`src/rtl/mem_arb_pkg.sv`:
```
// Shared encodings for the data-memory port arbiter.
// State codes, memory op codes and starvation counter width.
package mem_arb_pkg;

  typedef enum logic [1:0] {
    IDLE   = 2'd0,
    DGRANT = 2'd1,
    IGRANT = 2'd2
  } arb_state_e;

  localparam logic [1:0] MEM_NONE = 2'b00;
  localparam logic [1:0] MEM_WORD = 2'b01;

  localparam int STARVE_CNT_W = 4;

endpackage

```
`src/rtl/arb_starve_ctr.sv`:
```
// Saturating count of data grants taken while fetch waits.
// Ports: clk, rst, if_req, grant_if, grant_d -> cnt, force_if.
module arb_starve_ctr
  import mem_arb_pkg::*;
#(
  parameter int STARVE_MAX = 3
) (
  input  logic                    clk,
  input  logic                    rst,
  input  logic                    if_req,
  input  logic                    grant_if,
  input  logic                    grant_d,
  output logic [STARVE_CNT_W-1:0] cnt,
  output logic                    force_if
);

  localparam logic [STARVE_CNT_W-1:0] MAX_C =
    STARVE_CNT_W'(STARVE_MAX);

  assign force_if = (cnt == MAX_C);

  always_ff @(posedge clk) begin
    if (rst) begin
      cnt <= '0;
    end else if (grant_if || !if_req) begin
      cnt <= '0;
    end else if (grant_d && cnt != MAX_C) begin
      cnt <= cnt + 1'b1;
    end
  end

endmodule

```
`src/rtl/mem_port_arbiter.sv`:
```
// Shares the data memory between fetch and the MEM-stage requester.
// Ports: if_* fetch side, d_* data side, mem_* memory port.
module mem_port_arbiter
  import mem_arb_pkg::*;
#(
  parameter int ADDR_W     = 6,
  parameter int DATA_W     = 32,
  parameter int STARVE_MAX = 3
) (
  input  logic              clk,
  input  logic              rst,
  input  logic              if_req,
  input  logic [ADDR_W-1:0] if_addr,
  output logic              if_stall,
  output logic              if_rvalid,
  output logic [DATA_W-1:0] if_rdata,
  input  logic [1:0]        d_read,
  input  logic [1:0]        d_write,
  input  logic [ADDR_W-1:0] d_addr,
  input  logic [DATA_W-1:0] d_wdata,
  output logic              d_stall,
  output logic              d_rvalid,
  output logic [DATA_W-1:0] d_rdata,
  output logic [1:0]        mem_read,
  output logic [1:0]        mem_write,
  output logic [ADDR_W-1:0] mem_addr,
  output logic [DATA_W-1:0] mem_wdata,
  input  logic [DATA_W-1:0] mem_rdata
);

  arb_state_e state, state_nx;

  logic [STARVE_CNT_W-1:0] starve_cnt;
  logic d_req, d_is_wr;
  logic grant_if, grant_d, force_if;

  assign d_req   = (d_read != MEM_NONE) ||
                   (d_write != MEM_NONE);
  assign d_is_wr = (d_write != MEM_NONE);

  arb_starve_ctr #(
    .STARVE_MAX(STARVE_MAX)
  ) u_ctr (
    .clk     (clk),
    .rst     (rst),
    .if_req  (if_req),
    .grant_if(grant_if),
    .grant_d (grant_d),
    .cnt     (starve_cnt),
    .force_if(force_if)
  );

  // Both arms are mutually exclusive by construction.
  always_comb begin
    grant_if = 1'b0;
    grant_d  = 1'b0;
    if (!rst) begin
      unique case (1'b1)
        if_req && (!d_req || force_if):
          grant_if = 1'b1;
        d_req && !(if_req && force_if):
          grant_d = 1'b1;
        default: ;
      endcase
    end
  end

  always_comb begin
    state_nx = IDLE;
    if (grant_d)
      state_nx = DGRANT;
    else if (grant_if)
      state_nx = IGRANT;
  end

  // A conflicting read+write is issued as a write only.
  always_comb begin
    mem_read  = MEM_NONE;
    mem_write = MEM_NONE;
    mem_addr  = '0;
    mem_wdata = '0;
    if (grant_d) begin
      mem_read  = d_is_wr ? MEM_NONE : d_read;
      mem_write = d_write;
      mem_addr  = d_addr;
      mem_wdata = d_wdata;
    end else if (grant_if) begin
      mem_read  = MEM_WORD;
      mem_addr  = if_addr;
    end
  end

  assign if_stall = if_req & ~grant_if;
  assign d_stall  = d_req & ~grant_d;

  // Last-grant state selects who gets the response pulse;
  // a pulse landing in a reset cycle is suppressed.
  assign if_rvalid = (state == IGRANT) & ~rst;
  assign d_rvalid  = (state == DGRANT) & ~rst;

  always_ff @(posedge clk) begin
    if (rst) begin
      state    <= IDLE;
      if_rdata <= '0;
      d_rdata  <= '0;
    end else begin
      state <= state_nx;
      if (grant_if)
        if_rdata <= mem_rdata;
      if (grant_d)
        d_rdata <= d_is_wr ? '0 : mem_rdata;
    end
  end

endmodule

```
`config.mk`:
```
export PLATFORM = sky130hd
export DESIGN_NAME = mem_port_arbiter
export DESIGN_NICKNAME = d
export VERILOG_FILES = /design/src/rtl/mem_arb_pkg.sv /design/src/rtl/arb_starve_ctr.sv /design/src/rtl/mem_port_arbiter.sv
export SDC_FILE = /design/constraint.sdc
export NUM_CORES = 1
export LEC_CHECK = 0
export BUFFER_PORTS_ARGS = -buffer_cell sky130_fd_sc_hd__buf_2
export CORE_MARGIN = 8
export CORE_UTILIZATION = 46
export CTS_BUF_LIST = sky130_fd_sc_hd__clkbuf_4 sky130_fd_sc_hd__clkbuf_8
export DETAILED_ROUTE_END_ITERATION = 10
export MAX_ROUTING_LAYER = met4
export PLACE_DENSITY = 0.87
export SYNTH_ARGS = -nofsm -noshare
export SYNTH_HDL_FRONTEND = slang
export SYNTH_SLANG_ARGS = --single-unit
```
`constraint.sdc`:
```
create_clock -name clk -period 3.7 [get_ports clk]
set_clock_uncertainty 0.1 [all_clocks]
set_input_delay 0.555 -clock clk [delete_from_list [all_inputs] [get_ports clk]]
set_output_delay 0.555 -clock clk [all_outputs]
set_load 0.01 [all_outputs]
```
# Yosys cells after proc, flatten, opt, wreduce, memory -nomap -nowiden
# Cells that the tools add are included.
# word_totals
reg_bits	70
latchBits	0
ramBits	0
mem_bits_ro	0
inputBits	83
mem_count	0
# classes
addsub	1
multipliers	0
div_mod_pow	0
magnitude_cmp	0
eq_ne	4
n_shift	0
muxes	14
bitwise_logic	7
n_reduce_logical	14
# ops
op	n
two-way mux 32 bit	2
two-way mux 6 bit	2
two-way mux 2 bit	4
two-way mux 1 bit	6
adder 4 x 1 -> 4 bit, second input constant	1
AND 1 bit	4
== test 4 x 2 -> 1 bit, second input constant	1
logical AND 1 bit	4
inequality test 4 x 2 -> 1 bit, second input constant	1
nonzero test 2 bit	2
OR reduction 2 bit	2
zero test 1 bit	3
logical OR 1 bit	3
inverter 1 bit	3
== test 2 x 1 -> 1 bit, second input constant	1
== test 2 bit, second input constant	1

# Longest topological paths before layout
# Gate-level depths: netlist of the first run.
# depth
depth_word	9
mapped_depth	6

# Hierarchy
# From an unflattened synthesis of the first run, not the netlist that was laid out.
# hier_totals
hier_cells	476
hier_area_um2	3965.1
# modules_own_cells
module	n_inst	cells_per_inst	area_per_inst_um2	seq_area_each_um2
mem_port_arbiter	1	455	3773.6	1321.3
arb_starve_ctr	1	21	191.4	80.1

# Worst setup path before layout of the first run
# Ideal clock, no wire load.
# synth_path
path_type	input port to output port
startpoint	in d_read[1]
endpoint	out mem_addr[0]
arrival_time_ns	1.513
setup_slack_ns	1.532
path_stages	4
n_path_buf	1
cell_sequence	nor4_4 buf_2 o211ai_1 a21oi_1
# synth_via
elab_chain_cells	9
elab_cells_between_ends	12
# synth_lines
item	line_no	text
from (decl)	mem_port_arbiter.sv:17	input logic [1:0] d_read,
nonzero test 2 bit (*)	mem_port_arbiter.sv:37	assign d_req = (d_read != MEM_NONE) ||
logical OR 1 bit (*)	mem_port_arbiter.sv:37	
zero test 1 bit	mem_port_arbiter.sv:59	if_req && (!d_req || force_if):
logical OR 1 bit	mem_port_arbiter.sv:59	
logical AND 1 bit	mem_port_arbiter.sv:59	
two-way mux 1 bit	mem_port_arbiter.sv:58	unique case (1'b1)
two-way mux 1 bit	mem_port_arbiter.sv:57	if (!rst) begin
two-way mux 6 bit	mem_port_arbiter.sv:87	end else if (grant_if) begin
two-way mux 6 bit (*)	mem_port_arbiter.sv:82	if (grant_d) begin
to (decl)	mem_port_arbiter.sv:26	output logic [ADDR_W-1:0] mem_addr,
# Mark *: on every way between the ends. The rest lies on a longest branch, timed or not.

# Final worst setup path of the first run
# layout_path
startpoint	reg u_ctr.cnt[0]
endpoint	out mem_addr[1]
# layout_via
elab_chain_cells	7
elab_cells_between_ends	12
# layout_lines
item	line_no	text
from (decl)	arb_starve_ctr.sv:13	output logic [STARVE_CNT_W-1:0] cnt,
from (signal assigned)	arb_starve_ctr.sv:28	cnt <= cnt + 1'b1;
== test 4 x 2 -> 1 bit (*)	arb_starve_ctr.sv:20	assign force_if = (cnt == MAX_C);
logical OR 1 bit or logical AND 1 bit (tied branches)	mem_port_arbiter.sv:59, mem_port_arbiter.sv:61	
logical AND 1 bit or zero test 1 bit (tied branches)	mem_port_arbiter.sv:59, mem_port_arbiter.sv:61	
two-way mux 1 bit or logical AND 1 bit (tied branches)	mem_port_arbiter.sv:58, mem_port_arbiter.sv:61	
two-way mux 1 bit, on equally long branches	mem_port_arbiter.sv:57, mem_port_arbiter.sv:58	
two-way mux 6 bit or two-way mux 1 bit (tied branches)	mem_port_arbiter.sv:87, mem_port_arbiter.sv:57	
two-way mux 6 bit (*)	mem_port_arbiter.sv:82	
# Marked as above.

==> metrics, run 1 <==
register area 0.00140 sq mm; number of buffers created by CTS 9; Routed Antenna Nets 0; outcome finished, final reports clean; RSZ-0062 raised after global routing no; clock slew at reported path FFs 70 ps; final max-slew violation count 0; share of synthesized area occupied by flip-flops and latches 41.9%; quantity of gates resized following cts 0; total routing usage reported by global routing 22.9%; number of fill cells in the layout 632; launch point of the worst path u_ctr.cnt[0]; starting density of the core 46.9%; share of post-route cells with drive strength above 1 39.8%; Max Freq 347 MHz; total setup violations reported at the end of the flow 0; weighted congestion at the end of routability-driven global placement 0.887; CTS tree built; FP Rows 31; worst skew pair latency 330 ps; buffer cell driving the clock tree root sky130_fd_sc_hd__clkbuf_8; arrival time of the worst setup path 2230 ps; antenna violations before repair 0; Via density 5.29; H-Tree Level Count 3; Pre-Repair DR Iteration Count 5; chip height 101 um; worst voltage drop across the vdd grid 0.166 mV; warnings from Yosys 0; antenna diode count 0; hold_buf cts 0; worst hold-check slack 363 ps; crit path capture type output port; Net Count, Synth 467; post-synthesis instance total 383; cell-by-cell listing of the critical path ha_1, nor3b_1, buf_4, o211ai_1, a21oi_1, buf_2; buffers from clock root to sink, at most 2; source of the worst register-to-register timing path u_ctr.cnt[0]; power density of the placed cells 358 mW/mm^2; sinks on the clock net 70; first-pass GRT wire length 18100 um; number of global-route vias before repair 3670; via count of the routed design 3502; final clock period utilization by the worst path 77.9%; CP required 3040 ps; overall power 1630 uW; library cell contributing the largest single delay on the critical path sky130_fd_sc_hd__nor3b_1; remaining global-route overflow 0; count of input and output buffers 192; fin cells 662; distinct cell type count of the synthesized netlist 30; slowest stage delay, CP 570 ps; synthesis-to-finish area growth 35.9%; routed length per placed instance 17.4 um; post-synthesis register bit count 70; floorplan die width 101 um; core area 0.00714 sq mm; total setup buffers inserted after CTS 0; final WL 11500 um; mapped cell area 0.00335 sq mm; maximum number of pins on one net before global-route repair 70; post-synthesis area per instance 8.74 sq um; final hold violations 0; kind of start point of the critical path flip-flop; net count reported at finish 642; number of placed instances, taps included 646; biggest fanout along the worst timing path 8; area used by multi-input combinational logic 0.00179 sq mm; critical setup path kind flip-flop to output port; die footprint 0.0103 sq mm; min cycle time layout 2880 ps; start point of the worst hold path u_ctr.cnt[0]; Final Util 63.7%; class of the tightest hold or removal check flip-flop to flip-flop; # IOs 193; DRC violation count after routing 0; number of violations of the max-capacitance limit 0; initial detailed-routing violation count 182; Lkg Pwr 0.00222 uW; Detailed Place HPWL 8530 um; summed negative setup slack over all endpoints 0 ps; slew at the pin closest to its max-slew limit 646 ps; worst rel slew slack 56.8%
[registers in the layout (all words and copies together), names as in the netlist]
| register | count |
|---|---|
| d_rdata | 32 |
| if_rdata | 32 |
| state | 2 |
| u_ctr.cnt | 4 |
[Yosys cell counts]
master	count	area, sq um
sky130_fd_sc_hd__nand4bb_1	1	11.3
sky130_fd_sc_hd__nand3_1	7	35.0
sky130_fd_sc_hd__buf_6	1	11.3
sky130_fd_sc_hd__or4_1	1	7.51
sky130_fd_sc_hd__xor2_1	1	8.76
sky130_fd_sc_hd__nor3_1	2	10.0
sky130_fd_sc_hd__o21ai_2	1	8.76
sky130_fd_sc_hd__nor3b_1	4	30.0
sky130_fd_sc_hd__buf_1	1	3.75
sky130_fd_sc_hd__nand2_1	1	3.75
sky130_fd_sc_hd__nand4_1	32	200
sky130_fd_sc_hd__and4bb_2	1	12.5
sky130_fd_sc_hd__buf_4	1	7.51
sky130_fd_sc_hd__clkbuf_1	27	101
sky130_fd_sc_hd__o211ai_1	6	45.0
sky130_fd_sc_hd__nor4_4	1	21.3
sky130_fd_sc_hd__o21ai_0	29	145
sky130_fd_sc_hd__nor2_1	6	22.5
sky130_fd_sc_hd__o21ai_1	4	20.0
sky130_fd_sc_hd__ha_1	1	12.5
sky130_fd_sc_hd__and2_1	34	213
sky130_fd_sc_hd__nor3_2	1	10.0
sky130_fd_sc_hd__buf_2	8	40.0
sky130_fd_sc_hd__o21a_1	2	15.0
sky130_fd_sc_hd__mux2i_1	32	320
sky130_fd_sc_hd__dfxtp_1	70	1400
sky130_fd_sc_hd__nand3b_1	2	15.0
sky130_fd_sc_hd__and3_1	1	6.26
sky130_fd_sc_hd__a21oi_1	40	200
sky130_fd_sc_hd__nand2b_1	65	407
[metal layers]
metal / vias to the layer above / share of wire, % / routed length (um) / track usage [%]
met4: 0 / 1.3 / 147 / 7.45
met3: 13 / 8.8 / 1020 / 5.98
met5: - / 0 / 0 / -
met1: 1631 / 39 / 4470 / 24.5
li1: 1678 / - / - / -
met2: 180 / 51 / 5880 / 40.1
[power by group]
part | leakage (uW) | switching [uW] | internal, uW
Sequential | 0.000568 | 8.43 | 770
Clock | 0.0000956 | 304 | 312
Combinational | 0.00155 | 126 | 107
[placed cells by master, fill, tap and decap left out, types with 2 or more instances in the layout]
cell | Yosys | layout
sky130_fd_sc_hd__buf_2 | 8 | 192
sky130_fd_sc_hd__dfxtp_1 | 70 | 70
sky130_fd_sc_hd__nand2b_1 | 65 | 65
sky130_fd_sc_hd__a21oi_1 | 40 | 40
sky130_fd_sc_hd__and2_1 | 34 | 34
sky130_fd_sc_hd__nand4_1 | 32 | 32
sky130_fd_sc_hd__mux2i_1 | 32 | 32
sky130_fd_sc_hd__o21ai_0 | 29 | 29
sky130_fd_sc_hd__buf_4 | 1 | 10
sky130_fd_sc_hd__clkbuf_8 | 0 | 9
sky130_fd_sc_hd__nand3_1 | 7 | 7
sky130_fd_sc_hd__o211ai_1 | 6 | 6
sky130_fd_sc_hd__nor2_1 | 6 | 5
sky130_fd_sc_hd__nor3b_1 | 4 | 4
sky130_fd_sc_hd__o21ai_1 | 4 | 4
sky130_fd_sc_hd__nor3_1 | 2 | 2
sky130_fd_sc_hd__o21a_1 | 2 | 2
sky130_fd_sc_hd__nand3b_1 | 2 | 2
sky130_fd_sc_hd__clkinv_2 | 0 | 2
sky130_fd_sc_hd__clkinvlp_4 | 0 | 2
[layout make-up]
class                      count  share of cell area (%)
clock buffer                   9                    2.73
sequential                    70                    30.8
multi-input combinational    275                    39.3
timing repair buffer         202                    22.8
tap                           99                    2.73
clock inverter                 7                    1.60
[per-stage QoR]
step | instance area [sq um] | setup WS, ps
2_1_floorplan | 3350 | 1530
3_3_place_gp | 4350 | 1130
3_5_place_dp | 4350 | 980
4_1_cts | 4550 | 778
5_1_grt | 4550 | 606
6_report | 4550 | 818
[critical path: cells and delay by family, from the launching register on]
| kind | cells | cell delay [ps] |
|---|---|---|
| AOI/OAI and AO/OA | 2 | 280 |
| and+or+nand+nor | 1 | 570 |
| DFF | 1 | 360 |
| adders and majority gates | 1 | 250 |
| buffers and inverters | 2 | 430 |
[logic make-up (layout without fill, tap and decap cells)]
| group | Yosys count | after routing | synth area share (%) |
|---|---|---|---|
| muxes | 32 | 32 | 9.57 |
| and+or+nand+nor | 159 | 159 | 30.0 |
| buffers and inverters | 38 | 218 | 4.90 |
| adders and majority gates | 1 | 1 | 0.374 |
| DFF | 70 | 70 | 41.9 |
| AOI/OAI and AO/OA | 82 | 82 | 13.0 |
| xor gates and xnor gates | 1 | 1 | 0.262 |
[worst paths after layout]
check	to	slack (ps)	depth (start not counted)
max reg2reg	if_rdata[23]	1420	4
min	u_ctr.cnt[0]	360	1
min reg2reg	u_ctr.cnt[0]	360	1
max	mem_addr[1]	820	6
Note: power is estimated with default switching activity, not from simulation.
==> inputs of run 2 (changes only) <==
--- a/config.mk
+++ b/config.mk
@@ -7,11 +7,11 @@
 export LEC_CHECK = 0
 export BUFFER_PORTS_ARGS = -buffer_cell sky130_fd_sc_hd__buf_2
 export CORE_MARGIN = 8
-export CORE_UTILIZATION = 46
+export CORE_UTILIZATION = 41
 export CTS_BUF_LIST = sky130_fd_sc_hd__clkbuf_4 sky130_fd_sc_hd__clkbuf_8
 export DETAILED_ROUTE_END_ITERATION = 10
 export MAX_ROUTING_LAYER = met4
-export PLACE_DENSITY = 0.87
+export PLACE_DENSITY = 0.83
 export SYNTH_ARGS = -nofsm -noshare
 export SYNTH_HDL_FRONTEND = slang
 export SYNTH_SLANG_ARGS = --single-unit
==> constraint.sdc (replaced) <==
create_clock -name clk -period 2.5 [get_ports clk]
set_clock_uncertainty 0.1 [all_clocks]
set_input_delay 0.375 -clock clk [delete_from_list [all_inputs] [get_ports clk]]
set_output_delay 0.375 -clock clk [all_outputs]
set_load 0.01 [all_outputs]
==> metrics, run 2 (synthesized netlist as in run 1, its figures left out) <==
floorplan die width 106 um; antenna diode count 0; most frequent cells in the layout 192 x sky130_fd_sc_hd__buf_2, 70 x sky130_fd_sc_hd__dfxtp_1, 65 x sky130_fd_sc_hd__nand2b_1, 40 x sky130_fd_sc_hd__a21oi_1, 34 x sky130_fd_sc_hd__and2_1; most common cell after layout, fill and taps aside sky130_fd_sc_hd__buf_2; Lkg Pwr 0.00227 uW; reg-to-reg slack, setup 700 ps; RSZ-0062 raised after global routing no; number of fill cells in the layout 707; weighted congestion at the end of routability-driven global placement 0.871; fraction of power consumed by sequential logic 45.1%; maximum number of pins on one net before global-route repair 61; total setup violations reported at the end of the flow 0; number of buffers created by CTS 9; remaining global-route overflow 0; number of placed instances, taps included 657; largest registers d_rdata: 32 flops, if_rdata: 32 flops, u_ctr.cnt: 4 flops; Detailed Place HPWL 8630 um; final clock period utilization by the worst path 93.5%; share of post-route cells with drive strength above 1 40.7%; net count reported at finish 647; final setup slack of the worst path 163 ps; Max Freq 428 MHz; die footprint 0.0113 sq mm; Gate power share 13.6%; Switch Pwr 676 uW; source of the worst register-to-register timing path u_ctr.cnt[0]; Final Util 57.6%; final max-slew violation count 0; fin cells 673; biggest fanout along the worst timing path 33; CP required 2030 ps; internal cell power 1880 uW; clock network fraction of total power 41.3%; synthesis-to-finish area growth 38.7%; worst voltage drop across the vdd grid 0.240 mV; H-Tree Level Count 3; RR Endpoint if_rdata[8]; buffer cell driving the clock tree root sky130_fd_sc_hd__clkbuf_8; number of global-route vias before repair 3643; number of violations of the max-capacitance limit 0; proportion of total power due to net switching 26.4%; Routed Antenna Nets 0; crit path capture type output port; worst skew pair latency 330 ps; sinks on the clock net 70; Hold Crit Depth 3; critical setup path kind flip-flop to output port; first-pass GRT wire length 17900 um; core area 0.00805 sq mm; outcome finished, final reports clean; via count of the routed design 3490; buffers from clock root to sink, at most 2; total routing usage reported by global routing 20.0%; worst rel slew slack 69.9%; summed negative setup slack over all endpoints 0 ps; CTS tree built; power density of the placed cells 551 mW/mm^2; antenna violations before repair 0; Setup Slack @ Placement 420 ps; R2R cell count 6; Hold Crit Endpoint d_rdata[13]; clock slew at reported path FFs 90 ps; class of the tightest hold or removal check input pin to flip-flop; final hold violations 0; start point of the worst hold path mem_rdata[13]; hold_buf cts 0; min cycle time layout 2340 ps; DRC violation count after routing 0; routed length per placed instance 16.8 um; FP Rows 33; arrival time of the worst setup path 1860 ps; Pre-Repair DR Iteration Count 4; # IOs 193; count of input and output buffers 192; Via density 5.19; overall power 2560 uW; initial detailed-routing violation count 209; starting density of the core 41.6%; slew at the pin closest to its max-slew limit 452 ps; kind of start point of the critical path flip-flop; chip height 106 um; final WL 11300 um
==> run 2: per-layer routing <==
layer  track usage [%]  wire [um]
met1              21.9       4610
met2              33.9       5630
met3              6.11        942
met4              6.43        153
met5                 -          0
==> run 2: worst max path at each step <==
stage | from | endpoint | slack [ps]
after global routing | u_ctr.cnt[0] | mem_read[1] | 60
final | u_ctr.cnt[0] | mem_wdata[12] | 160
after detailed placement | d_read[1] | d_stall | 420
after CTS | u_ctr.cnt[0] | mem_wdata[12] | 50
after global placement | d_read[1] | d_stall | 430
after floorplan | u_ctr.cnt[0] | mem_wdata[10] | 580
==> run 2: critical path: stages (launching register included) <==
cell	delay, ps
sky130_fd_sc_hd__dfxtp_1	330
sky130_fd_sc_hd__ha_2	220
sky130_fd_sc_hd__and4bb_2	250
sky130_fd_sc_hd__nor3_2	190
sky130_fd_sc_hd__buf_6	230
sky130_fd_sc_hd__and2_1	170
sky130_fd_sc_hd__buf_2	140
==> run 2: power by group through the flow <==
stage	sequential [uW]	clock [uW]	combinational, uW
2_1_floorplan	1190	0	164
3_3_place_gp	1180	0	339
3_5_place_dp	1180	0	347
4_1_cts	1150	1080	348
5_1_grt	1160	1130	379
6_report	1150	1060	346
==> run 2: timing repair <==
| item | in CTS | in global routing |
|---|---|---|
| setup endpoints to repair | 0 | 37 |
| resized for setup | 0 | 4 |
| setup buffers | 0 | 0 |
==> run 2: layout make-up <==
| class | count | area [sq um] | area share (%) |
|---|---|---|---|
| clock buffer | 9 | 124 | 2.67 |
| multi-input combinational | 275 | 1800 | 38.7 |
| clock inverter | 7 | 106 | 2.29 |
| tap | 105 | 131 | 2.83 |
| sequential | 70 | 1400 | 30.2 |
| timing repair buffer | 207 | 1080 | 23.3 |
==> run 2: through the flow <==
step	area, sq um	hold slack, ps
floorplan	3350	332
global placement	4390	336
detailed placement	4390	359
CTS	4620	178
global route	4640	188
finish	4640	195
